$ cat src/rtl/kyber_pkg.sv
// Shared Kyber constants, coefficient type and sampler state encoding
// used along the matrix-A generation path.
package kyber_pkg;

   localparam int unsigned KYBER_Q           = 32'd3329;
   localparam int unsigned KYBER_N           = 32'd256;
   localparam int unsigned SHAKE128_RATE     = 32'd1344;
   localparam int unsigned TRIPLES_PER_BLOCK = SHAKE128_RATE / 32'd24;

   typedef logic [11:0] coeff_t;

   typedef enum logic [2:0] {
      IDLE     = 3'd0,
      WAIT_BLK = 3'd1,
      PARSE    = 3'd2,
      REQ      = 3'd3,
      DONE     = 3'd4
   } sampler_state_e;

   // A candidate survives rejection only when strictly below q.
   function automatic logic coeff_below_q(input coeff_t c);
      return (c < 12'(KYBER_Q));
   endfunction

endpackage

$ cat src/rtl/rej_triple_decode.sv
// Splits one 3-byte group {b2,b1,b0} into the two 12-bit Parse candidates
// and flags which of them fall below q.
module rej_triple_decode
   import kyber_pkg::*;
(
   input  logic [23:0] triple,
   output coeff_t      d1,
   output coeff_t      d2,
   output logic        d1_ok,
   output logic        d2_ok
);

   // d1 = b0 + 256*(b1 mod 16) and d2 = b1/16 + 16*b2 are plain bit fields.
   assign d1    = triple[11:0];
   assign d2    = triple[23:12];
   assign d1_ok = coeff_below_q(d1);
   assign d2_ok = coeff_below_q(d2);

endmodule

$ cat src/rtl/rej_uniform_sampler.sv
// Kyber Parse rejection sampler: pulls squeezed rate blocks and streams
// 256 coefficients below q, requesting a new squeeze when a block runs dry.
module rej_uniform_sampler
   import kyber_pkg::*;
(
   input  logic                     clk,
   input  logic                     rst_n,
   input  logic                     start,
   input  logic [SHAKE128_RATE-1:0] block_in,
   input  logic                     block_valid,
   output logic                     block_ready,
   output logic                     squeeze_req,
   output coeff_t                   coeff_out,
   output logic [7:0]               coeff_idx,
   output logic                     coeff_valid,
   input  logic                     coeff_ready,
   output logic                     busy,
   output logic                     done
);

   localparam logic [5:0] LAST_TRIPLE = 6'(TRIPLES_PER_BLOCK - 32'd1);
   localparam logic [8:0] LAST_COUNT  = 9'(KYBER_N - 32'd1);

   sampler_state_e           state_r, state_nx_s;
   logic [SHAKE128_RATE-1:0] blk_r;
   logic [5:0]               triple_r, triple_nx_s;
   logic                     half_r, half_nx_s;
   logic [8:0]               count_r, count_nx_s;
   logic                     load_blk_s;
   logic [10:0]              bit_base_s;
   logic [23:0]              triple_bits_s;
   coeff_t                   d1_s, d2_s, cand_s;
   logic                     d1_ok_s, d2_ok_s, cand_ok_s;
   logic                     take_s, advance_s;

   assign bit_base_s    = 11'(triple_r) * 11'd24;
   assign triple_bits_s = blk_r[bit_base_s +: 24];

   rej_triple_decode u_decode (
      .triple (triple_bits_s),
      .d1     (d1_s),
      .d2     (d2_s),
      .d1_ok  (d1_ok_s),
      .d2_ok  (d2_ok_s)
   );

   assign cand_s    = half_r ? d2_s : d1_s;
   assign cand_ok_s = half_r ? d2_ok_s : d1_ok_s;

   // Outputs decode from registered state, so stalls cannot disturb them.
   assign coeff_valid = (state_r == PARSE) && cand_ok_s;
   assign coeff_out   = coeff_valid ? cand_s : 12'd0;
   assign coeff_idx   = count_r[7:0];
   assign block_ready = (state_r == WAIT_BLK);
   assign squeeze_req = (state_r == REQ);
   assign done        = (state_r == DONE);
   assign busy        = (state_r == WAIT_BLK) || (state_r == PARSE) || (state_r == REQ);

   assign take_s    = coeff_valid && coeff_ready;
   assign advance_s = take_s || !cand_ok_s;

   // Next-state, pointer and counter decisions.
   always_comb begin
      state_nx_s  = state_r;
      triple_nx_s = triple_r;
      half_nx_s   = half_r;
      count_nx_s  = count_r;
      load_blk_s  = 1'b0;
      case (state_r)
         IDLE, DONE: begin
            if (start) begin
               state_nx_s  = WAIT_BLK;
               count_nx_s  = 9'd0;
               triple_nx_s = 6'd0;
               half_nx_s   = 1'b0;
            end else begin
               state_nx_s  = state_r;
            end
         end
         WAIT_BLK: begin
            if (block_valid) begin
               load_blk_s  = 1'b1;
               triple_nx_s = 6'd0;
               half_nx_s   = 1'b0;
               state_nx_s  = PARSE;
            end else begin
               state_nx_s  = WAIT_BLK;
            end
         end
         PARSE: begin
            if (take_s && (count_r == LAST_COUNT)) begin
               count_nx_s = count_r + 9'd1;
               state_nx_s = DONE;
            end else if (advance_s) begin
               count_nx_s = take_s ? (count_r + 9'd1) : count_r;
               if (!half_r) begin
                  half_nx_s = 1'b1;
               end else if (triple_r == LAST_TRIPLE) begin
                  state_nx_s = REQ;
               end else begin
                  half_nx_s   = 1'b0;
                  triple_nx_s = triple_r + 6'd1;
               end
            end else begin
               state_nx_s = PARSE;
            end
         end
         REQ:     state_nx_s = WAIT_BLK;
         default: state_nx_s = IDLE;
      endcase
   end

   // State register.
   always_ff @(posedge clk or negedge rst_n) begin
      if (!rst_n) begin
         state_r <= IDLE;
      end else begin
         state_r <= state_nx_s;
      end
   end

   // Block buffer, candidate pointer and accepted-coefficient count.
   always_ff @(posedge clk or negedge rst_n) begin
      if (!rst_n) begin
         blk_r    <= '0;
         triple_r <= 6'd0;
         half_r   <= 1'b0;
         count_r  <= 9'd0;
      end else begin
         blk_r    <= load_blk_s ? block_in : blk_r;
         triple_r <= triple_nx_s;
         half_r   <= half_nx_s;
         count_r  <= count_nx_s;
      end
   end

endmodule

$ cat config.mk
export PLATFORM = sky130hd
export DESIGN_NAME = rej_uniform_sampler
export DESIGN_NICKNAME = d
export VERILOG_FILES = /design/src/rtl/kyber_pkg.sv /design/src/rtl/rej_triple_decode.sv /design/src/rtl/rej_uniform_sampler.sv
export SDC_FILE = /design/constraint.sdc
export NUM_CORES = 2
export LEC_CHECK = 0
export CELL_PAD_IN_SITES_DETAIL_PLACEMENT = 0
export CELL_PAD_IN_SITES_GLOBAL_PLACEMENT = 1
export CORE_AREA = 2 2 540 542
export DETAILED_ROUTE_END_ITERATION = 8
export DIE_AREA = 0 0 542 544
export GPL_ROUTABILITY_DRIVEN = 0
export PLACE_DENSITY = 0.6
export REMOVE_ABC_BUFFERS = 1
export SYNTH_ARGS = -nofsm -noshare
export SYNTH_HDL_FRONTEND = slang
export SYNTH_HIERARCHICAL = 1
export SYNTH_SLANG_ARGS = --single-unit
$ cat constraint.sdc
create_clock -name clk -period 4.9 [get_ports clk]
set_input_delay 0.98 -clock clk [delete_from_list [all_inputs] [get_ports clk]]
set_output_delay 0.98 -clock clk [all_outputs]
set_load 0.02 [all_outputs]
==> results.sh <==
export IMPL_combinationalPowerShare_pct=35.5
export IMPL_clk_pin_slew_ns=0.06
export IMPL_vias=52400
export IMPL_numCtsBuffers=170
export IMPL_cts_tree="built"
export IMPL_synthMuxAreaShare_pct=15.3
export IMPL_yosysSeqAreaShare_pct=54.8
export IMPL_min_path_type="input pin to asynchronous set/reset pin"
export IMPL_antenna_found_initial=54
export IMPL_finClkSkew_ns=0.0632
export IMPL_ys_warn_count=6
export IMPL_relSlewSlack_pct=38.9
export IMPL_switching_share_pct=36.2
export IMPL_r2r_start="triple_r[1]"
export IMPL_gr_total_overflow=0
export IMPL_finalWirelength_mm=286
export IMPL_preCtsSetupSlack_ns=-0.684
export IMPL_cp_common_cell="buf_12"
export IMPL_cts_max_level=4
export IMPL_synth_top_area_share_pct=54.8
export IMPL_synth_area_leaders="dfrtp_1 (55%), nand2_1 (24%), mux4_2 (14%)"
export IMPL_crit_type="register to output pin"
export IMPL_dpl_hpwl_mm=220
export IMPL_start_util_pct=21.5
export IMPL_cts_sinks=1363
export IMPL_r2r_end="triple_r[1]"
export IMPL_pwr_share_clk_pct=25.1
export IMPL_synth_seq_cells=1363
export IMPL_setup_slack_ns=-0.708
export IMPL_area_growth_pct=42.1
export IMPL_violations="negative setup slack"
export IMPL_synth_top_area_cell="dfrtp_1"
export IMPL_grt_usage_pct=18.8
export IMPL_grt_pass1_vias=55200
export IMPL_pwr_share_seq_pct=39.4
export IMPL_nNetsFinal=9330
export IMPL_cpPeakStageDelay_ns=0.50
export IMPL_setup_viol=13
export IMPL_setup_tns_ns=-8.86
export IMPL_synth_simple_area_share_pct=25.4
export IMPL_fmax_ghz=0.178
export IMPL_arrival_ns=4.63
export IMPL_std_cell_rows=198
export IMPL_synth_compound_area_share_pct=1.18
export IMPL_grt_pass1_wl_mm=402
export IMPL_tightest_slew_ns=0.911
export IMPL_cp_cell_sequence="buf_12 -> buf_16 -> buf_6 -> buf_4 -> mux4_2 -> mux4_2 -> a21oi_2 -> buf_4 -> nor2_1 -> nor4_4 -> a21boi_4 -> o211ai_2 -> mux2_4 -> nand2_4 -> buf_12 -> nor2_4 -> buf_12"
export IMPL_drv_slew=0
export IMPL_ir_drop_v=0.000303
export IMPL_top_level_ports=1374
export IMPL_path_buf_inv=7
export IMPL_worstSetupEndpointType="output pin"
export IMPL_p_sw_mw=18.2
export IMPL_path_delay_family="buffers and inverters"
export IMPL_reg2reg_depth=19
export IMPL_leakage_nw=41.3
export IMPL_timing_hold_ws_ns=0.150
export IMPL_reg2reg_slack_ns=0.29
export IMPL_cp_max_fo=7
export IMPL_drt_wirelength_per_cell_um=24.0
export IMPL_drive_gt1_share_pct=12.7
export IMPL_grt_max_degree=139
export IMPL_placed_area_um2=81500
export IMPL_critPathSlowestCell="dfrtp_4"
export IMPL_worstSetupStartpoint="triple_r[1]"
export IMPL_drc_errors=0
export IMPL_first_pass_iters=7
export IMPL_finalHoldViolations=0
export IMPL_root_buffer="clkbuf_16"
export IMPL_detail_route_antenna_nets=0
export IMPL_fp_coreArea_um2=289000
export IMPL_status="finished with violations"
export IMPL_design_area_um2=88400
export IMPL_syn_cell_area_um2=62200
export IMPL_required_ns=3.92
export IMPL_avgSynthCellArea_um2=9.46
export IMPL_drt_iter0_markers=3934
export IMPL_portBuffers=1373
export IMPL_powerDensity_nw_per_um2=569
export IMPL_rsz0062_at_grt="true"
export IMPL_synthDistinctLibCells=47
export IMPL_insertion_delay_ns=0.83
export IMPL_die_h_um=544
export IMPL_start_kind="register"
export IMPL_synth_top_family_by_area="simple AND/OR/NAND/NOR gates"
export IMPL_drv_cap=0
export IMPL_synth_cells=6581
export IMPL_postCtsHoldBufs=0
export IMPL_timing_final_crit_share_pct=114
export IMPL_avgViaCountPerCell=4.40
export IMPL_synth_fa_ha_area_share_pct=0.0603
export IMPL_fin_crit_ns=5.61
export IMPL_die_w_um=542
export IMPL_clk_path_buf_depth=4
export IMPL_intPower_mw=32.1
export IMPL_synthXorXnorAreaFrac_pct=0.0844
export IMPL_die_area_um2=295000
-- power groups by stage --
stage / Combinational [mW] / Sequential [mW] / Clock, mW
global route: 19.9 / 20.4 / 13.4
CTS: 18.0 / 19.8 / 13.0
finish: 17.9 / 19.8 / 12.6
global placement: 17.1 / 19.9 / 0
floorplan: 9.88 / 15.8 / 0
detailed placement: 17.4 / 20.0 / 0
-- placed cells by master, fill, tap and decap left out, types with 28 or more instances in the layout --
| cell type | synthesis | routed |
|---|---|---|
| buf_4 | 49 | 197 |
| clkbuf_1 | 317 | 45 |
| nand2_1 | 4046 | 4045 |
| dfrtp_1 | 1363 | 1358 |
| clkdlybuf4s50_1 | 0 | 1359 |
| clkbuf_8 | 0 | 28 |
| o21ai_0 | 35 | 34 |
| clkbuf_16 | 0 | 177 |
| mux2i_1 | 89 | 87 |
| buf_12 | 0 | 74 |
| mux4_2 | 379 | 379 |
-- sequential cells by signal, summed over array words and instances (netlist names) --
register,cells
blk_r,1344
count_r,9
half_r,1
state_r,3
triple_r,6
-- stage by stage --
| step | utilization [%] | instances | power [mW] |
|---|---|---|---|
| 6_report | 30.6 | 11900 | 50.3 |
| 5_1_grt | 30.6 | 11900 | 53.7 |
| 4_1_cts | 30.4 | 11900 | 50.8 |
| 3_5_place_dp | 28.2 | 11600 | 37.3 |
| 3_3_place_gp | 28.2 | 11600 | 37.0 |
| 2_1_floorplan | - | 6130 | 25.7 |
-- logic make-up (layout without fill, tap and decap cells) --
group	Yosys count	in the layout
AO/OA/AOI/OAI	119	119
XOR/XNOR	6	6
adder cells (fa/ha/maj)	3	3
buffers and inverters	457	1979
flip-flops	1363	1363
multiplexers	474	474
other	0	20
AND/OR/NAND/NOR	4159	4159
-- synth_stat cells (all sizes together) --
cell,n
a211oi,12
a21boi,3
a21o,1
a21oi,35
a221o,5
a221oi,5
a32o,1
a32oi,1
and2,3
and3,2
and3b,1
buf,134
clkbuf,317
dfrtp,1363
ha,3
inv,6
mux2,6
mux2i,89
mux4,379
nand2,4046
nand2b,9
nand3,6
nand3b,2
nor2,48
nor2b,15
nor3,9
nor3b,4
nor4,5
nor4b,4
o211ai,2
o21a,1
o21ai,35
o221ai,1
o22ai,14
o31ai,1
o32ai,1
o41ai,1
or2,1
or3,3
or4,1
xnor2,6
-- layout make-up --
class,instances,area [um^2]
inverters,6,40.0
fillers,30100,201000
repair buffers,1676,17500
diodes,20,50.0
flip-flops and latches,1363,34100
multi-input cells,4761,26500
clock buffers,245,4860
clock inverters,52,649
well taps,3800,4750
-- what timing repair did --
item                       in CTS  in global routing
setup endpoints to repair      28                 14
gates resized for setup       113                 49
pin swaps                      19                 18
buffers inserted               20                 24
cloned                         10                  5
-- worst max path at each step --
stage / endpoint / slack (ns) / cells after the start
6_report: coeff_out[3] / -0.71 / 17
4_1_cts: coeff_out[4] / -0.90 / 17
5_1_grt: coeff_out[0] / -0.94 / 17
3_5_place_dp: coeff_out[6] / -0.68 / 18
2_1_floorplan: state_r[1] / -21.84 / 2
3_3_place_gp: triple_r[1] / -1.12 / 19
-- layer usage --
layer	part of all wire [%]	wire (um)	vias up	GRT usage [%]
li1	-	-	23900	-
met1	43	124000	26300	25.0
met2	48	136000	1893	31.3
met3	6.1	17600	338	3.31
met4	2.7	7850	44	5.34
met5	0.098	279	-	0
Note: power is estimated with default switching activity, not from simulation.
